--- src/rtl/univ_shift_reg.sv ---
// Universal shift register: hold, parallel load, and single- or multi-step
// left/right shifts with serial fill or rotate, plus busy/done handshake.
module univ_shift_reg #(
  parameter int unsigned WIDTH = 8,
  parameter int unsigned CNT_W = 4
) (
  input  logic             clk,
  input  logic             reset,
  input  logic             enable,
  input  logic [1:0]       mode,
  input  logic [WIDTH-1:0] d,
  input  logic             sin,
  input  logic             rot,
  input  logic             start,
  input  logic [CNT_W-1:0] amount,
  output logic [WIDTH-1:0] q,
  output logic             sout,
  output logic             busy,
  output logic             done
);

  localparam logic [1:0] MODE_LOAD = 2'b01;

  typedef enum logic {
    IDLE  = 1'b0,
    SHIFT = 1'b1
  } state_e;

  state_e           state_q;
  logic [WIDTH-1:0] q_q;
  logic             sout_q;
  logic             busy_q;
  logic             done_q;
  logic [CNT_W-1:0] rem_q;
  logic             dir_q;   // 1 = shift right
  logic             rot_q;

  logic             shift_right_c;
  logic             shift_rot_c;
  logic             out_bit_c;
  logic             fill_c;
  logic [WIDTH-1:0] shifted_c;

  // One-bit shift datapath; direction/rot come live from the ports on the
  // accept edge and from the latched copies while a multi-step shift runs.
  always_comb begin
    shift_right_c = (state_q == SHIFT) ? dir_q : mode[0];
    shift_rot_c   = (state_q == SHIFT) ? rot_q : rot;
    out_bit_c     = shift_right_c ? q_q[0] : q_q[WIDTH-1];
    fill_c        = shift_rot_c ? out_bit_c : sin;
    shifted_c     = shift_right_c ? {fill_c, q_q[WIDTH-1:1]}
                                  : {q_q[WIDTH-2:0], fill_c};
  end

  // Control FSM and register state.
  always_ff @(posedge clk) begin
    if (reset) begin
      state_q <= IDLE;
      q_q     <= '0;
      sout_q  <= 1'b0;
      busy_q  <= 1'b0;
      done_q  <= 1'b0;
      rem_q   <= '0;
      dir_q   <= 1'b0;
      rot_q   <= 1'b0;
    end else begin
      // done is a single-cycle pulse even when enable drops.
      done_q <= 1'b0;
      if (enable) begin
        case (state_q)
          IDLE: begin
            if (mode == MODE_LOAD) begin
              q_q <= d;
            end else if (mode[1] && start) begin
              if (amount == '0) begin
                done_q <= 1'b1;
              end else begin
                q_q   <= shifted_c;
                sout_q <= out_bit_c;
                dir_q <= mode[0];
                rot_q <= rot;
                if (amount == CNT_W'(1)) begin
                  done_q <= 1'b1;
                end else begin
                  busy_q  <= 1'b1;
                  rem_q   <= amount - CNT_W'(1);
                  state_q <= SHIFT;
                end
              end
            end
          end
          SHIFT: begin
            q_q    <= shifted_c;
            sout_q <= out_bit_c;
            rem_q  <= rem_q - CNT_W'(1);
            if (rem_q == CNT_W'(1)) begin
              busy_q  <= 1'b0;
              done_q  <= 1'b1;
              state_q <= IDLE;
            end
          end
          default: state_q <= IDLE;
        endcase
      end
    end
  end

  assign q    = q_q;
  assign sout = sout_q;
  assign busy = busy_q;
  assign done = done_q;

endmodule

--- config.mk ---
export PLATFORM = sky130hd
export DESIGN_NAME = univ_shift_reg
export DESIGN_NICKNAME = d
export VERILOG_FILES = /design/src/rtl/univ_shift_reg.sv
export SDC_FILE = /design/constraint.sdc
export NUM_CORES = 1
export LEC_CHECK = 0
export CORE_UTILIZATION = 47
export DETAILED_ROUTE_END_ITERATION = 6
export PLACE_DENSITY = 0.78
export SYNTH_ARGS = -nofsm -noshare
export SYNTH_HDL_FRONTEND = slang
export SYNTH_SLANG_ARGS = --single-unit
--- constraint.sdc ---
create_clock -name clk -period 1.8 [get_ports clk]
set_clock_uncertainty 0.05 [all_clocks]
set_input_delay 0.27 -clock clk [delete_from_list [all_inputs] [get_ports clk]]
set_output_delay 0.27 -clock clk [all_outputs]
set_load 0.02 [all_outputs]
==> run_results.csv, run 1 <==
group,metric,value,unit
outcome,status,"finished clean",
die,floorplan.die.height,50.8,microns
die,pin_count,31,
die,start_util,50.2,%
clock_tree,cts_tree,"built",
yosys,ys_ff_latch,18,
place,place.port_buffers,30,
worst_hold_path,hp-class,"flip-flop to flip-flop",
yosys,synth_ff_type,"dfxtp_1",
critical_path,worstSetupPathType,"primary input to flip-flop",
clock_tree,cts-buffers-inserted,3,
yosys,syn-instance-count,141,
yosys,yosysTopAreaCell,"dfxtp_1",
critical_path,crit_chain,"clkdlybuf4s50_1 > inv_2 > ha_1 > nor2_2 > o311a_1 > o21ai_1 > buf_4 > mux2i_1 > nor2_1",
cells_and_area,fin_cells,213,
critical_path,cp-start-kind,"primary input",
cells_and_area,layout_common_cells,"28 x clkdlybuf4s50_1, 20 x nand2_1, 18 x dfxtp_1",
critical_path,critPathMaxFanout,6,
cells_and_area,drive_above_1_share,16.2,%
place,dp_hpwl,2210,microns
grt,grt_pass1_vias,1138,
grt,grt.total_usage,25.9,%
routing,route.detailed.drc,0,
routing,viasPerCell,5.64,
routing,wl,2940,microns
clock_tree,h-tree-depth,1,
yosys,ys_seq_area_share,32.1,%
die,placement_rows,17,
cells_and_area,area_delta_synth_final,43.2,%
yosys,syn_avg_cell_area,7.95,sq um
yosys,synth_simple_gate_area_share,25.3,%
timing,fin_crit_sh,95.7,%
yosys,yosysWarnings,0,
critical_path,crit_required,1.94,ns
die,fp.dieW,50.8,microns
cells_and_area,final_nets,211,
clock_tree,clk_pin_slew,0.10,ns
timing,fin_ws,0.0778,ns
critical_path,worstPathArrival,1.87,ns
timing,tightest_slew,0.331,ns
clock_tree,insertion_delay,0.29,ns
clock_tree,post_cts_buffers,0,
place,pre_cts_ws,-0.313,ns
timing,final-hold-violation-count,0,
yosys,synth-compound-area-share,19.9,%
die,core,2230,sq um
yosys,synth_xor_area_share,1.56,%
grt,grt_max_degree,14,
cells_and_area,final_common_cell,"clkdlybuf4s50_1",
clock_tree,cts-root-buf,"clkbuf_4",
critical_path,slowest_stage,"clkdlybuf4s50_1",
timing,slew_violations,0,
place,dp.cells,210,
clock_tree,cts_max_path_buffers,2,
grt,overflow,0,
routing,vias,1201,
clock_tree,cts_sinks,18,
critical_path,cpPeakStageDelay,0.43,ns
yosys,synth_adder_area_share,4.46,%
timing,slew_headroom,77.9,%
routing,firstDrtPassIters,4,
yosys,synthMuxAreaShare,12.7,%
pwr,power.leakage,0.646,nW
yosys,synth_area_leaders,"dfxtp_1 32%, mux2i_1 11%, nand2_1 6.7%, nand3b_1 5.4%, o21ai_0 4.9%",
die,die-area,2580,sq um
critical_path,cp-end-kind,"flip-flop",
job,max_cap_viol_count,0,
timing,rsz0062_at_grt,"no",
routing,wire_per_inst,13.8,microns
yosys,yosysTopAreaCellShare,32.1,%
timing,min_period,1.72,ns
timing,setup_viol,0,
yosys,synth_top_family_by_area,"simple AND/OR/NAND/NOR gates",
yosys,synth_area,1120,sq um
yosys,syn_nets,165,
place,place.gp.congestion,0.822,
yosys,synth.distinct_cells,35,
cells_and_area,n_antenna_cell,0,
pwr,ir_drop,0.000448,V
yosys,async_reset_ff_share,0,%
timing,fmax,0.581,GHz
yosys,synth_edf_count,0,
timing,tns,0,ns
routing,ant_nets,0,
routing,drt_iter0_markers,27,
pwr,powerDensity,573,nW/um^2
grt,antenna_found_initial,0,
grt,grt_pass1_wl,5040,microns
[routing by layer]
metal  global-route usage [%]  vias to the layer above  share of wire (%)
li1                         -                      593                  -
met1                     32.6                      569                 47
met2                     45.8                       37                 49
met3                     2.68                        2                4.2
met4                     8.33                        0               0.48
met5                        0                        -                  0
[final timing paths]
path / from / end / slack, ns / depth (start not counted)
worst min register to register: sout / sout / 0.43 / 2
worst min-delay path: sout / sout / 0.43 / 2
worst max register to register: state_q / q[7] / 0.16 / 5
worst max-delay path: amount[1] / rem_q[1] / 0.08 / 9
[per-stage QoR]
| step | utilization [%] | power, mW | hold WS (ns) | instance area, sq um |
|---|---|---|---|---|
| finish | 71.9 | 0.919 | 0.428 | 1610 |
| CTS | 70.6 | 0.917 | 0.430 | 1580 |
| global route | 71.9 | 0.980 | 0.486 | 1610 |
| detailed placement | 69.6 | 0.720 | 0.418 | 1560 |
| floorplan | - | 0.587 | 0.366 | 1120 |
| global placement | 69.6 | 0.711 | 0.418 | 1560 |
[logic make-up after synthesis]
group / count (synthesis)
simple gates: 57
compound gates: 35
flops: 18
mux: 14
buf+inv: 11
fa+ha+maj: 4
xor+xnor: 2
[Yosys cell counts, types with 2 or more instances]
cell type,count
dfxtp_1,18
buf_2,2
nand3_1,7
a211o_1,2
nor2_1,11
nand3b_1,8
mux2_2,2
o21ai_1,7
mux2i_1,12
inv_1,5
a22oi_1,2
o21ai_0,11
buf_1,2
nand2_1,20
ha_1,4
nor2b_1,2
nor3_1,4
a21oi_1,5
[state kept, by name (all words and copies together) (netlist names)]
signal,cells
rem_q,4
state_q,1
dir_q,1
sout,1
busy,1
q,8
done,1
rot_q,1
[worst max-delay path, delay by kind of cell]
kind | cells | cell delay, ns
adder cells (fa/ha/maj) | 1 | 0.16
multiplexers | 1 | 0.20
buffers and inverters | 3 | 0.70
AO/OA/AOI/OAI | 2 | 0.44
AND/OR/NAND/NOR | 2 | 0.09
[final cells by class]
| class | instances | area, sq um |
|---|---|---|
| tap | 28 | 35.0 |
| sequential | 18 | 360 |
| multi-input combinational | 112 | 743 |
| inverter | 6 | 22.5 |
| timing repair buffer | 46 | 422 |
| clock buffer | 3 | 22.5 |
| fill | 190 | 628 |
[what timing repair did]
action                                  4_1_cts  5_1_grt
hold endpoints to repair                      0        0
hold buffers                                  0        0
gates resized for setup                       1        8
endpoints found under the setup margin        2        7
pin swaps                                     0        0
[where the power goes]
group	total [mW]	switching [mW]	internal, mW	leakage (nW)
clock	0.197	0.119	0.0777	0.0138
combinational	0.279	0.130	0.150	0.486
sequential	0.443	0.0247	0.418	0.146
total	0.919	0.274	0.646	0.646
Power figures use the tool's default switching activity.
==> run 2: changes to the inputs <==
--- a/config.mk
+++ b/config.mk
@@ -5,6 +5,7 @@
 export SDC_FILE = /design/constraint.sdc
 export NUM_CORES = 1
 export LEC_CHECK = 0
+export CORE_ASPECT_RATIO = 1.1
 export CORE_UTILIZATION = 47
 export DETAILED_ROUTE_END_ITERATION = 6
 export PLACE_DENSITY = 0.78
==> run 2 against run 1 <==
  * Die area hardly changed
  * Count of clock-buffer cells in the layout rose by 1
  * Global-route usage down 2.4 points
  * Worst hold slack better by 0.0086 ns
  * Via count is 0.25% lower
==> run_results.csv, run 2 (synthesis gave the netlist of run 1 again) <==
group,metric,value,unit
outcome,status,"finished clean",
clock_tree,cts-root-buf,"clkbuf_4",
place,dp_hpwl,2160,microns
critical_path,cp-start-kind,"primary input",
place,place.gp.congestion,0.821,
pwr,p_sw,0.283,mW
pwr,clkPwrFrac,26.1,%
routing,dr_wl_met2,1350,microns
clock_tree,insertion_delay,0.30,ns
pwr,switching_share,28.9,%
timing,setup_viol,0,
pwr,combPwrFrac,28.8,%
place,post_dp_cell_area,1570,sq um
critical_path,worstPathArrival,1.95,ns
worst_hold_path,hp-class,"flip-flop to flip-flop",
cells_and_area,final_cell_area,1640,sq um
routing,firstDrtPassIters,4,
routing,route.detailed.drc,0,
clock_tree,cts_tree,"built",
routing,wl,2850,microns
timing,fin_ws,0.0370,ns
timing,slew_headroom,79.2,%
place,place.port_buffers,30,
cells_and_area,largest_reg_flops,8,
timing,rsz0062_at_grt,"no",
cells_and_area,layout_common_cells,"29 x clkdlybuf4s50_1, 20 x nand2_1, 19 x buf_4",
cells_and_area,fin_util,72.9,%
cells_and_area,final_nets,214,
die,floorplan.die.height,53.2,microns
critical_path,ff2ff_setup_slack,0.22,ns
routing,vias,1198,
cells_and_area,final_common_cell,"clkdlybuf4s50_1",
die,pin_count,31,
grt,antenna_found_initial,0,
die,placement_rows,18,
routing,viasPerCell,5.47,
cells_and_area,n_antenna_cell,0,
timing,slew_violations,0,
pwr,p_seq_share,45.1,%
job,max_cap_viol_count,0,
routing,dr_wl_met3,141,microns
cells_and_area,nFillCells,175,
timing,min_period,1.76,ns
critical_path,worstSetupPathType,"primary input to flip-flop",
cells_and_area,drive_above_1_share,18.0,%
pwr,power.leakage,0.670,nW
die,fp.dieW,48.6,microns
grt,grt_pass1_vias,1036,
pwr,ir_drop,0.000472,V
timing,fmax,0.567,GHz
routing,ant_nets,0,
clock_tree,clk_pin_slew,0.11,ns
grt,grt.total_usage,23.5,%
grt,overflow,0,
place,pre_cts_ws,-0.298,ns
critical_path,cp-end-kind,"flip-flop",
die,core,2250,sq um
routing,drt_iter0_markers,33,
clock_tree,h-tree-depth,1,
timing,tightest_slew,0.303,ns
die,start_util,49.8,%
timing,fin_crit_sh,97.9,%
clock_tree,ctsHoldBuffers,0,
grt,grt_max_degree,14,
cells_and_area,area_delta_synth_final,46.5,%
die,die-area,2580,sq um
clock_tree,cts_sinks,18,
critical_path,crit_required,1.99,ns
routing,routed.top_layer,"met4",
pwr,power,0.979,mW
pwr,p_int,0.696,mW
clock_tree,cts-buffers-inserted,3,
clock_tree,cts_max_path_buffers,2,
timing,final-hold-violation-count,0,
pwr,powerDensity,596,nW/um^2
grt,grt_pass1_wl,4590,microns
critical_path,critPathMaxFanout,6,
routing,wire_per_inst,13.0,microns
timing,tns,0,ns
routing,wl_met1,1330,microns
[run 2: final cells by class]
cell class / instances / area (sq um) / share of cell area, %
multi-input cells: 112 / 741 / 45.1
inverters: 6 / 22.5 / 1.37
clock buffers: 4 / 36.3 / 2.21
well taps: 30 / 37.5 / 2.28
flip-flops and latches: 18 / 360 / 21.9
repair buffers: 49 / 445 / 27.1
[run 2: path summary, 6_finish.rpt]
path,endpoint,startpoint,cells after the start
worst max-delay path,q[5],amount[1],7
worst min register to register,sout,sout,2
worst min-delay path,sout,sout,2
worst max register to register,q[4],state_q,4
[run 2: repair_timing]
action                                  CTS  global route
setup buffers                             0             1
endpoints found under the setup margin    0            15
endpoints found under the hold margin     0             0
gates resized for setup                   0             7
[run 2: power by group through the flow]
stage | registers (mW) | clock network [mW] | logic, mW
2_1_floorplan | 0.458 | 0 | 0.129
3_3_place_gp | 0.449 | 0 | 0.264
3_5_place_dp | 0.451 | 0 | 0.270
4_1_cts | 0.441 | 0.262 | 0.271
5_1_grt | 0.446 | 0.284 | 0.306
6_report | 0.442 | 0.255 | 0.282
[run 2: stage by stage]
stage                     hold WS [ns]  instances
after global routing             0.489        219
after global placement           0.412        214
final                            0.437        219
after CTS                        0.443        218
after detailed placement         0.426        214
after floorplan                  0.366        141
[run 2: metal layers]
layer	track usage, %	vias to the layer above
li1	-	599
met1	29.9	557
met2	39.9	38
met3	4.89	4
met4	7.35	0
met5	0	-
[run 2: critical path, stage by stage]
cell,delay [ns]
clkdlybuf4s50_1,0.50
inv_2,0.07
ha_4,0.16
a211o_1,0.34
a21boi_4,0.17
or2_4,0.29
o21ai_1,0.14
